===== src/rtl/clk_div_pkg.sv =====
// Shared types and constants for the clock-divider sequencer and its phase shadow.
// Period width, legal range and reset period all live here.
package clk_div_pkg;

  localparam int W          = 11;
  localparam int MIN_PERIOD = 2;
  localparam int DEF_PERIOD = 4;
  localparam int CNT_W      = W - 1;

  typedef enum logic [1:0] {
    ST_STOP,
    ST_RUN,
    ST_SWITCH
  } state_e;

  typedef logic [W-1:0]     period_t;
  typedef logic [CNT_W-1:0] cnt_t;

  // Terminal count of one half-phase; odd periods truncate like the divider does.
  function automatic cnt_t half_limit(input period_t p);
    period_t h;
    h = p >> 1;
    return cnt_t'(h) - cnt_t'(1);
  endfunction

  function automatic logic is_legal(input period_t p);
    return (p >= period_t'(MIN_PERIOD));
  endfunction

endpackage


===== src/rtl/clk_div_shadow.sv =====
// Cycle-exact mirror of the divider counter/clk_out; phase and tick are registered, 1-cycle update.
// No backpressure: clear wins over load, load wins over normal counting.
module clk_div_shadow
  import clk_div_pkg::*;
(
  input  logic         i_clk,
  input  logic         i_rst,
  input  logic         i_clear,
  input  logic         i_load,
  input  logic [W-1:0] i_period,
  output logic         o_wrap,
  output logic         o_phase,
  output logic         o_tick
);

  cnt_t r_cnt;
  logic r_phase;
  logic r_tick;
  logic w_wrap;

  assign w_wrap = (r_cnt == half_limit(i_period));

  always_ff @(posedge i_clk or posedge i_rst) begin
    if (i_rst) begin
      r_cnt   <= '0;
      r_phase <= 1'b0;
      r_tick  <= 1'b0;
    end else if (i_clear) begin
      r_cnt   <= '0;
      r_phase <= 1'b0;
      r_tick  <= 1'b0;
    end else if (i_load) begin
      r_cnt   <= '0;
      r_phase <= 1'b0;
      r_tick  <= 1'b0;
    end else if (w_wrap) begin
      r_cnt   <= '0;
      r_phase <= ~r_phase;
      r_tick  <= ~r_phase;
    end else begin
      r_cnt   <= r_cnt + cnt_t'(1);
      r_tick  <= 1'b0;
    end
  end

  assign o_wrap  = w_wrap;
  assign o_phase = r_phase;
  assign o_tick  = r_tick;

endmodule


===== src/rtl/clk_div_ctrl.sv =====
// Divider sequencer: owns divider reset/period, applies new periods at falling-edge points; outputs registered, 1 cycle.
// cfg_ready drops while a switch is pending; a held request is taken the cycle after busy clears.
module clk_div_ctrl
  import clk_div_pkg::*;
(
  input  logic         i_clk,
  input  logic         i_rst,
  input  logic         i_en,
  input  logic         i_cfg_valid,
  input  logic [W-1:0] i_cfg_period,
  output logic         o_cfg_ready,
  output logic         o_cfg_err,
  output logic         o_div_rst_n,
  output logic [W-1:0] o_div_period,
  output logic         o_div_phase,
  output logic         o_tick,
  output logic         o_busy
);

  state_e  r_state;
  period_t r_div_period;
  period_t r_pend;
  logic    r_div_rst_n;
  logic    r_cfg_ready;
  logic    r_cfg_err;
  logic    r_busy;

  logic w_accept;
  logic w_legal;
  logic w_wrap;
  logic w_phase;
  logic w_clear;
  logic w_load;

  assign w_accept = i_cfg_valid & r_cfg_ready;
  assign w_legal  = is_legal(i_cfg_period);
  assign w_clear  = (r_state == ST_STOP) | ~i_en;
  // Switch point: last cycle of the high phase, so the new period starts a fresh low phase.
  assign w_load   = (r_state == ST_SWITCH) & w_wrap & w_phase;

  clk_div_shadow u_shadow (
    .i_clk    (i_clk),
    .i_rst    (i_rst),
    .i_clear  (w_clear),
    .i_load   (w_load),
    .i_period (r_div_period),
    .o_wrap   (w_wrap),
    .o_phase  (w_phase),
    .o_tick   (o_tick)
  );

  always_ff @(posedge i_clk or posedge i_rst) begin
    if (i_rst) begin
      r_state      <= ST_STOP;
      r_div_period <= period_t'(DEF_PERIOD);
      r_pend       <= period_t'(DEF_PERIOD);
      r_div_rst_n  <= 1'b0;
      r_cfg_ready  <= 1'b1;
      r_cfg_err    <= 1'b0;
      r_busy       <= 1'b0;
    end else begin
      r_cfg_err <= w_accept & ~w_legal;
      case (r_state)
        ST_STOP: begin
          if (w_accept && w_legal) r_div_period <= i_cfg_period;
          if (i_en) begin
            r_state     <= ST_RUN;
            r_div_rst_n <= 1'b1;
          end
        end
        ST_RUN: begin
          if (!i_en) begin
            r_state     <= ST_STOP;
            r_div_rst_n <= 1'b0;
            if (w_accept && w_legal) r_div_period <= i_cfg_period;
          end else if (w_accept && w_legal) begin
            r_pend      <= i_cfg_period;
            r_state     <= ST_SWITCH;
            r_busy      <= 1'b1;
            r_cfg_ready <= 1'b0;
          end
        end
        ST_SWITCH: begin
          if (!i_en) begin
            r_state      <= ST_STOP;
            r_div_rst_n  <= 1'b0;
            r_div_period <= r_pend;
            r_busy       <= 1'b0;
            r_cfg_ready  <= 1'b1;
          end else if (w_load) begin
            r_state      <= ST_RUN;
            r_div_period <= r_pend;
            r_busy       <= 1'b0;
            r_cfg_ready  <= 1'b1;
          end
        end
        default: begin
          r_state     <= ST_STOP;
          r_div_rst_n <= 1'b0;
          r_busy      <= 1'b0;
          r_cfg_ready <= 1'b1;
        end
      endcase
    end
  end

  assign o_cfg_ready  = r_cfg_ready;
  assign o_cfg_err    = r_cfg_err;
  assign o_div_rst_n  = r_div_rst_n;
  assign o_div_period = r_div_period;
  assign o_div_phase  = w_phase;
  assign o_busy       = r_busy;

endmodule


===== config.mk =====
export PLATFORM = sky130hd
export DESIGN_NAME = clk_div_ctrl
export DESIGN_NICKNAME = d
export VERILOG_FILES = /design/src/rtl/clk_div_pkg.sv /design/src/rtl/clk_div_shadow.sv /design/src/rtl/clk_div_ctrl.sv
export SDC_FILE = /design/constraint.sdc
export NUM_CORES = 1
export LEC_CHECK = 0
export CAP_MARGIN = 15
export CORE_MARGIN = 8
export CORE_UTILIZATION = 30
export CTS_BUF_LIST = sky130_fd_sc_hd__clkbuf_4
export DETAILED_ROUTE_END_ITERATION = 8
export DONT_BUFFER_PORTS = 1
export MAX_ROUTING_LAYER = met4
export PLACE_DENSITY_LB_ADDON = 0.2
export SLEW_MARGIN = 10
export SYNTH_ARGS = -nofsm -noshare
export SYNTH_HDL_FRONTEND = slang
export SYNTH_HIERARCHICAL = 1
export SYNTH_SLANG_ARGS = --single-unit

===== constraint.sdc =====
create_clock -name i_clk -period 8.5 [get_ports i_clk]
set_clock_uncertainty 0.05 [all_clocks]
set_input_delay 2.55 -clock i_clk [delete_from_list [all_inputs] [get_ports i_clk]]
set_output_delay 2.55 -clock i_clk [all_outputs]
set_load 0.01 [all_outputs]

Yosys cells after proc, flatten, opt, wreduce, memory -nomap -nowiden
Cells that the tools add are included.
- add/subtract/negate cells: 2
- magnitude comparators: 1
- eq/ne operators: 10
- mux-type cells: 33
- bitwise gates (word level): 9
- reduce and logical (&&, ||, !) cells: 10
- operators by type and width (cell ; number):
    two-way mux 11 bit ; 4
    one-hot mux 11 bit (3 select lines) ; 1
    two-way mux 10 bit ; 3
    two-way mux 1 bit ; 16
    >= comparator 11 x 2 -> 1 bit, second input constant ; 1
    adder 10 x 1 -> 10 bit, second input constant ; 1
    == test 10 bit ; 1
    two-way mux 2 bit ; 5
    inequality test 2 bit, second input constant ; 5
    subtractor 10 x 1 -> 10 bit, second input constant ; 1
    AND reduction 3 bit ; 3
    one-hot mux 1 bit (3 select lines) ; 2
    one-hot mux 2 bit (3 select lines) ; 1
    nonzero test 3 bit ; 2
    bitwise AND 1 bit ; 4
    NOT 1 bit ; 4
    AND reduction 4 bit ; 1
    inequality test 3 x 2 -> 1 bit, second input constant ; 1
    inequality test 3 bit, second input constant ; 1
    == test 2 x 1 -> 1 bit, second input constant ; 1
    == test 2 bit, second input constant ; 1
    zero test 2 bit ; 1
    one-hot mux 1 bit (2 select lines) ; 1
    AND reduction 2 bit ; 1
    3 further kinds ; 3
- bits in registers: 40
- output and inout port bits: 17
- word-level logic and storage cells: 75

Longest topological paths before layout
Gate-level depths: netlist (run 1).
- word-level depth: 7
- mapped depth: 14
- mapped depth without buffers: 11

Hierarchy
Netlist (run 1), hierarchy kept.
- modules (own cells, without submodules) (module ; times used ; cells an instance ; area each (µm²) ; sequential area each (µm²)):
    clk_div_ctrl ; 1 ; 102 ; 1488.9 ; 704.4
    clk_div_shadow ; 1 ; 111 ; 973.4 ; 300.3

Least setup slack after synthesis (run 1)
Ideal clock, no wire load.
- kind: input-to-reg
- from: input i_cfg_period[2]
- to: register r_div_period[0], in the netlist o_div_period[0]
- setup time: 0.125 ns
- arrival: 3.707 ns
- data required time: 8.325 ns
- slack: 4.618 ns
- stages on the path: 5
- path through: nor4_4 -> a31oi_2 -> a41oi_2 -> buf_6 -> mux2_4
- cells in the longest elaborated chain, start to end: 5
- ends and longest elaborated chain (item ; line ; RTL):
    from (decl) ; clk_div_ctrl.sv:10 ; input logic [W-1:0] i_cfg_period,
    >= comparator 11 x 2 -> 1 bit (*) ; clk_div_pkg.sv:27 ; return (p >= period_t'(MIN_PERIOD));
    logical AND 1 bit (*) ; clk_div_ctrl.sv:65, clk_div_ctrl.sv:75 ;
    two-way mux 11 bit (*) ; -- ;
    two-way mux 11 bit ; -- ;
    one-hot mux 11 bit (3 select lines) (*) ; -- ;
    to (signal assigned) ; clk_div_ctrl.sv:65 ; if (w_accept && w_legal) r_div_period <= i_cfg_period;
    to (signal assigned) ; clk_div_ctrl.sv:75 ; if (w_accept && w_legal) r_div_period <= i_cfg_period;
    to (signal assigned) ; clk_div_ctrl.sv:87 ; r_div_period <= r_pend;
    to (decl) ; clk_div_ctrl.sv:21 ; period_t r_div_period;
Mark *: on every way between the ends. The rest lies on a longest branch, timed or not. The select of a mux whose other input is x is not followed.
A chain may end at the register's enable or synchronous reset.

Final worst setup path (run 1)
- from: input i_cfg_period[2]
- to: register r_div_period[9], in the netlist o_div_period[9]
Same word-level chain as after synthesis.

==> results.sh, run 1 <==
export IMPL_slowest_stage="a41oi_2"
export IMPL_crit_fanout=11
export IMPL_multi_input_area_mm2=0.00137
export IMPL_synth_area_per_cell_um2=11.6
export IMPL_synth_edf_count=0
export IMPL_antenna_found_initial=0
export IMPL_clockBufferDepth=2
export IMPL_slew_violations=0
export IMPL_synthDominantCellAreaShare=0.376
export IMPL_first_pass_iters=4
export IMPL_coreArea_mm2=0.00809
export IMPL_drc_errors=0
export IMPL_seq_area_frac_synth=0.408
export IMPL_io_buffers=0
export IMPL_vdd_drop_max_v=0.000133
export IMPL_synth_async_reset_ratio=1.00
export IMPL_cts_reportedPaths_clkPinSlew_ps=150
export IMPL_max_slew_margin_rel=0.401
export IMPL_fin_nets=236
export IMPL_grt_pass1_wl_um=9020
export IMPL_startpoint_type="input pin"
export IMPL_post_cts_buffers=0
export IMPL_fp_dieW_um=107
export IMPL_min_period_ps=3970
export IMPL_start_util=0.304
export IMPL_cts_buffers=5
export IMPL_grt_pass1_vias=1616
export IMPL_max_freq_mhz=252
export IMPL_dr_total_vias=1569
export IMPL_dp_hpwl_um=4070
export IMPL_dieArea_mm2=0.0114
export IMPL_rsz0062_at_grt="no"
export IMPL_ctsHoldBuffers=0
export IMPL_synth_nets=234
export IMPL_end_kind="register"
export IMPL_yosys_area_top_type="dfrtp_1"
export IMPL_grt_max_degree=29
export IMPL_dieHeight_um=107
export IMPL_antenna_cells=0
export IMPL_setup_viol_count_final=0
export IMPL_hp_class="reg2reg"
export IMPL_syn_cell_area_mm2=0.00246
export IMPL_worstSkewPairLatency_ps=370
export IMPL_ioPinCount=32
export IMPL_avgRoutedWirePerCell_um=16.9
export IMPL_globalRouteTotalUtil=0.103
export IMPL_synthDistinctLibCells=49
export IMPL_max_slew_worst_pin_slew_ps=898
export IMPL_pre_cts_slack_ps=4110
export IMPL_cpPeakStageDelay_ps=770
export IMPL_grt_overflow=0
export IMPL_timing_hold_ws_ps=449
export IMPL_cts_repair_resized=0
export IMPL_power_leakage_nw=1.07
export IMPL_critPathRequiredTime_ps=8710
export IMPL_synth_cells=213
export IMPL_setup_tns_ps=0
export IMPL_fin_cells=321
export IMPL_cts_root_buf="clkbuf_4"
export IMPL_layout_setup_ws_ps=4530
export IMPL_std_cell_rows=33
export IMPL_cts_tree="yes"
export IMPL_routed_wl_um=5410
export IMPL_power_density_mw_per_mm2=325
export IMPL_ant_nets=0
export IMPL_hold_viol_final=0
export IMPL_htreeDepth=2
export IMPL_seq_area_mm2=0.00100
export IMPL_cp_data_arrival_time_ps=4180
export IMPL_synth_seq_cells=40
export IMPL_finalCritPeriodShare=0.467
export IMPL_drtIter0Drc=49
export IMPL_ys_warn_count=6
export IMPL_syn2layout_area_growth_pct=7.98
export IMPL_dp_cells=312
export IMPL_clock_sinks=40
export IMPL_drive_gt1_frac=0.259
export IMPL_gp_congestion=0.732
export IMPL_nFillCells=862
export IMPL_synth_area_leaders="dfrtp_1 38%, mux2_4 12%, mux2_2 5.0%"
export IMPL_via_per_inst=4.89
export IMPL_ys_flop_type="dfrtp_1"
export IMPL_criticalPathCategory="in2reg"
export IMPL_maxCapViolCount=0
export IMPL_path_cells="nor4_4, a31oi_2, a41oi_2, mux2_1"
export IMPL_status="finished clean"
export IMPL_postLayoutCoreUtil=0.329
[synth_stat cells (2+ instances only)]
| master | count |
|---|---|
| nor3_1 | 4 |
| nor2_1 | 20 |
| nor2b_1 | 3 |
| a22o_1 | 3 |
| nand3_1 | 9 |
| nand4_1 | 3 |
| clkbuf_1 | 2 |
| xnor2_1 | 11 |
| dfrtp_1 | 37 |
| a31oi_1 | 3 |
| nand2_1 | 8 |
| inv_1 | 10 |
| o21ai_0 | 4 |
| mux2_4 | 19 |
| mux2_2 | 11 |
| buf_6 | 3 |
| and2_4 | 2 |
| dfstp_2 | 3 |
| a21oi_1 | 3 |
| ha_1 | 6 |
| mux2_1 | 3 |
| o211ai_1 | 3 |
| xor2_1 | 7 |
| nor4_4 | 3 |
| nor4b_1 | 2 |
| and3_1 | 4 |
| or3_1 | 4 |
| a211oi_2 | 2 |
[per-layer routing]
layer / share of wire / up-vias / GRT usage
met5: 0 / - / -
met3: 0.084 / 6 / 0.0456
met2: 0.45 / 34 / 0.151
li1: - / 775 / -
met4: 0.0085 / 0 / 0.0302
met1: 0.46 / 754 / 0.125
[registers in the layout, summed over array words and instances, names as in the netlist]
name,count
o_div_period,11
r_pend,11
u_shadow/r_cnt,10
r_state,2
o_busy,1
o_cfg_err,1
o_cfg_ready,1
o_div_rst_n,1
u_shadow/o_phase,1
u_shadow/o_tick,1
[kinds of logic after synthesis]
family,count (synthesis),synth area share
xor gates and xnor gates,18,0.0640
DFF,40,0.408
muxes,34,0.184
buffers and inverters,16,0.0340
adders and majority gates,6,0.0305
and+or+nand+nor,70,0.172
AOI/OAI and AO/OA,29,0.107
[layout make-up]
class                   count  area share
multi-input cells         157       0.517
flip-flops and latches     40       0.378
well taps                 105      0.0494
clock inverters             3      0.0174
clock buffers               5      0.0141
inverters                  10      0.0141
repair buffers              1      0.0104
[stage by stage]
stage	power (mW)	area (µm²)
floorplan	0.664	2460
global placement	0.737	2550
detailed placement	0.738	2550
CTS	0.877	2630
global route	0.930	2660
finish	0.865	2660
[power by group]
| part | switching (mW) | leakage [nW] | internal [mW] | total [mW] |
|---|---|---|---|---|
| clock network | 0.0733 | 0.0418 | 0.0629 | 0.136 |
| registers | 0.116 | 0.500 | 0.262 | 0.378 |
| logic | 0.158 | 0.533 | 0.193 | 0.351 |
[path summary, 6_finish.rpt]
kind                                      start               end  slack, ps  cells past startpoint
worst max-delay path            i_cfg_period[2]   o_div_period[9]       4530                      4
worst min-delay path                  r_pend[5]         r_pend[5]        450                      1
worst max register to register  o_div_period[1]   o_div_period[9]       4640                     11
worst min register to register        r_pend[5]         r_pend[5]        450                      1
max in group asynchronous                 i_rst       o_cfg_ready       5770                      2
min in group asynchronous                 i_rst  u_shadow/o_phase       2020                      1
[worst max-delay path: cells and delay by family]
kind | cells | cell delay, ps
AOI/OAI and AO/OA | 2 | 960
muxes | 1 | 380
and+or+nand+nor | 1 | 300
[layout by cell type (no fill, tap or decap), types with 2 or more instances in the layout]
master	netlist	layout
xnor2_1	11	11
mux2_2	11	11
dfstp_2	3	3
ha_1	6	6
and3_1	4	4
nand3_1	9	9
nor4_4	3	3
nor3_1	4	4
a31oi_1	3	3
nor4b_1	2	2
a22o_1	3	3
mux2_4	19	19
or3_1	4	4
xor2_1	7	7
inv_1	10	10
dfrtp_1	37	37
and2_4	2	2
nor2_1	20	20
o211ai_1	3	3
nand2_1	8	8
a21oi_1	3	3
nor2b_1	3	3
clkbuf_4	0	5
nand4_1	3	3
mux2_1	3	3
o21ai_0	4	4
a211oi_2	2	2
Power figures use the tool's default switching activity.
==> run 2: changes to the inputs <==
==> constraint.sdc (replaced) <==
create_clock -name i_clk -period 4 [get_ports i_clk]
set_clock_uncertainty 0.05 [all_clocks]
set_input_delay 1.2 -clock i_clk [delete_from_list [all_inputs] [get_ports i_clk]]
set_output_delay 1.2 -clock i_clk [all_outputs]
set_load 0.01 [all_outputs]
==> run 2 against run 1 <==
Highest routed layer unchanged. Critical path depth grew 7. Sequential share of layout area decreased by 0.26 points. First-iteration DRC count grew 35%. Non-clock buffer count rose by 3. Final area rose by 0.71%. Sequential power is 110% higher. Clock power increased by 99%. Via count unchanged. Largest cell class unchanged. Total power grew 110%. Largest power group unchanged. Count of clock-buffer cells in the layout is 1 higher. Register-to-register slack worse by 4200 ps. Cell count up 0.93%.
==> results.sh, run 2 (synthesized netlist as in run 1, its figures left out) <==
export IMPL_status="finished clean"
export IMPL_htreeDepth=2
export IMPL_cpPeakStageDelay_ps=680
export IMPL_grt_max_degree=29
export IMPL_comb_power_share=0.423
export IMPL_drc_errors=0
export IMPL_dieArea_mm2=0.0114
export IMPL_cts_buffers=5
export IMPL_finalCritPeriodShare=0.895
export IMPL_reg2reg_slack_ps=420
export IMPL_ioPinCount=32
export IMPL_via_per_inst=4.84
export IMPL_hp_class="reg2reg"
export IMPL_cp_data_arrival_time_ps=3770
export IMPL_grt_pass1_vias=1699
export IMPL_hold_viol_final=0
export IMPL_cp_top_family="simple AND/OR/NAND/NOR gates"
export IMPL_drtIter0Drc=66
export IMPL_dr_total_vias=1569
export IMPL_rsz0062_at_grt="no"
export IMPL_layout_common_cells="37 x dfrtp_1, 20 x nor2_1, 19 x mux2_4"
export IMPL_first_pass_iters=4
export IMPL_gp_congestion=0.761
export IMPL_slowest_stage="dfstp_2"
export IMPL_dieHeight_um=107
export IMPL_grt_overflow=0
export IMPL_pwr_share_clk=0.148
export IMPL_cts_reportedPaths_clkPinSlew_ps=120
export IMPL_antenna_cells=0
export IMPL_p_switching_mw=0.724
export IMPL_critPathRequiredTime_ps=4190
export IMPL_maxCapViolCount=0
export IMPL_internal_power_mw=1.12
export IMPL_clock_sinks=40
export IMPL_cp_common_cell="nand2_1"
export IMPL_fp_dieW_um=107
export IMPL_multi_input_area_mm2=0.00137
export IMPL_criticalPathCategory="reg2reg"
export IMPL_max_freq_mhz=279
export IMPL_crit_fanout=11
export IMPL_cts_repair_resized=0
export IMPL_clockBufferDepth=2
export IMPL_slew_violations=0
export IMPL_coreArea_mm2=0.00809
export IMPL_io_buffers=0
export IMPL_total_power_mw=1.84
export IMPL_seq_area_mm2=0.00100
export IMPL_start_util=0.304
export IMPL_nFillCells=860
export IMPL_cts_tree="yes"
export IMPL_ant_nets=0
export IMPL_drive_gt1_frac=0.269
export IMPL_power_density_mw_per_mm2=687
export IMPL_max_slew_worst_pin_slew_ps=863
export IMPL_swShare=0.394
export IMPL_antenna_found_initial=0
export IMPL_ctsHoldBuffers=0
export IMPL_avgRoutedWirePerCell_um=17.2
export IMPL_fin_nets=239
export IMPL_path_buf_inv=1
export IMPL_post_cts_buffers=0
export IMPL_worstSkewPairLatency_ps=340
export IMPL_end_kind="register"
export IMPL_min_period_ps=3580
export IMPL_path_cells="inv_1, ha_1, nor2b_1, or3_1, a31oi_1, o211ai_1, nor3_1, nand2_1, nand2_1, a41oi_2, mux2_1"
export IMPL_cts_root_buf="clkbuf_4"
export IMPL_startpoint_type="register"
export IMPL_final_common_cell="dfrtp_1"
export IMPL_globalRouteTotalUtil=0.109
export IMPL_vdd_drop_max_v=0.000266
export IMPL_setup_viol_count_final=0
export IMPL_seqPwrFrac=0.429
export IMPL_max_slew_margin_rel=0.425
export IMPL_routed_wl_um=5580
export IMPL_syn2layout_area_growth_pct=8.74
export IMPL_std_cell_rows=33
export IMPL_setup_tns_ps=0
export IMPL_power_leakage_nw=1.09
export IMPL_grt_pass1_wl_um=9380
export IMPL_dp_hpwl_um=4270
==> run 2: power by group through the flow <==
| stage | clock network [mW] | logic (mW) | registers (mW) |
|---|---|---|---|
| after CTS | 0.289 | 0.780 | 0.797 |
| after detailed placement | 0 | 0.776 | 0.804 |
| after global routing | 0.301 | 0.862 | 0.825 |
| after global placement | 0 | 0.776 | 0.806 |
| final | 0.271 | 0.779 | 0.789 |
| after floorplan | 0 | 0.676 | 0.734 |
==> run 2: final cells by class <==
cell class | count | area share
Multi-Input combinational cell | 157 | 0.513
Clock inverter | 2 | 0.0131
Tap cell | 105 | 0.0491
Inverter | 10 | 0.0140
Clock buffer | 6 | 0.0168
Sequential cell | 40 | 0.375
Timing Repair Buffer | 4 | 0.0187
==> run 2: stage by stage <==
| step | cells | util | hold slack [ps] | instance area [µm²] | setup slack (ps) |
|---|---|---|---|---|---|
| 5_1_grt | 324 | 0.331 | 492 | 2680 | 41.6 |
| 2_1_floorplan | 213 | - | 402 | 2460 | 739 |
| 4_1_cts | 323 | 0.327 | 453 | 2650 | 382 |
| 3_3_place_gp | 315 | 0.318 | 416 | 2570 | 405 |
| 3_5_place_dp | 315 | 0.318 | 422 | 2570 | 374 |
| 6_report | 324 | 0.331 | 452 | 2680 | 421 |
==> run 2: worst paths after layout <==
path | from | to | cells after the start
max in group asynchronous | i_rst | r_pend[2] | 3
min in group asynchronous | i_rst | r_pend[6] | 1
setup / recovery | o_div_period[2] | o_div_period[9] | 11
setup reg to reg | o_div_period[2] | o_div_period[9] | 11
hold reg to reg | r_pend[6] | r_pend[6] | 1
hold / removal | r_pend[6] | r_pend[6] | 1
==> run 2: routing by layer <==
metal | vias up | routed length (µm) | global-route usage | share of wire
met4 | 0 | 38 | 0.0271 | 0.0068
met2 | 35 | 2520 | 0.161 | 0.45
li1 | 780 | - | - | -
met1 | 750 | 2680 | 0.141 | 0.48
met5 | - | 0 | - | 0
met3 | 4 | 337 | 0.0342 | 0.060
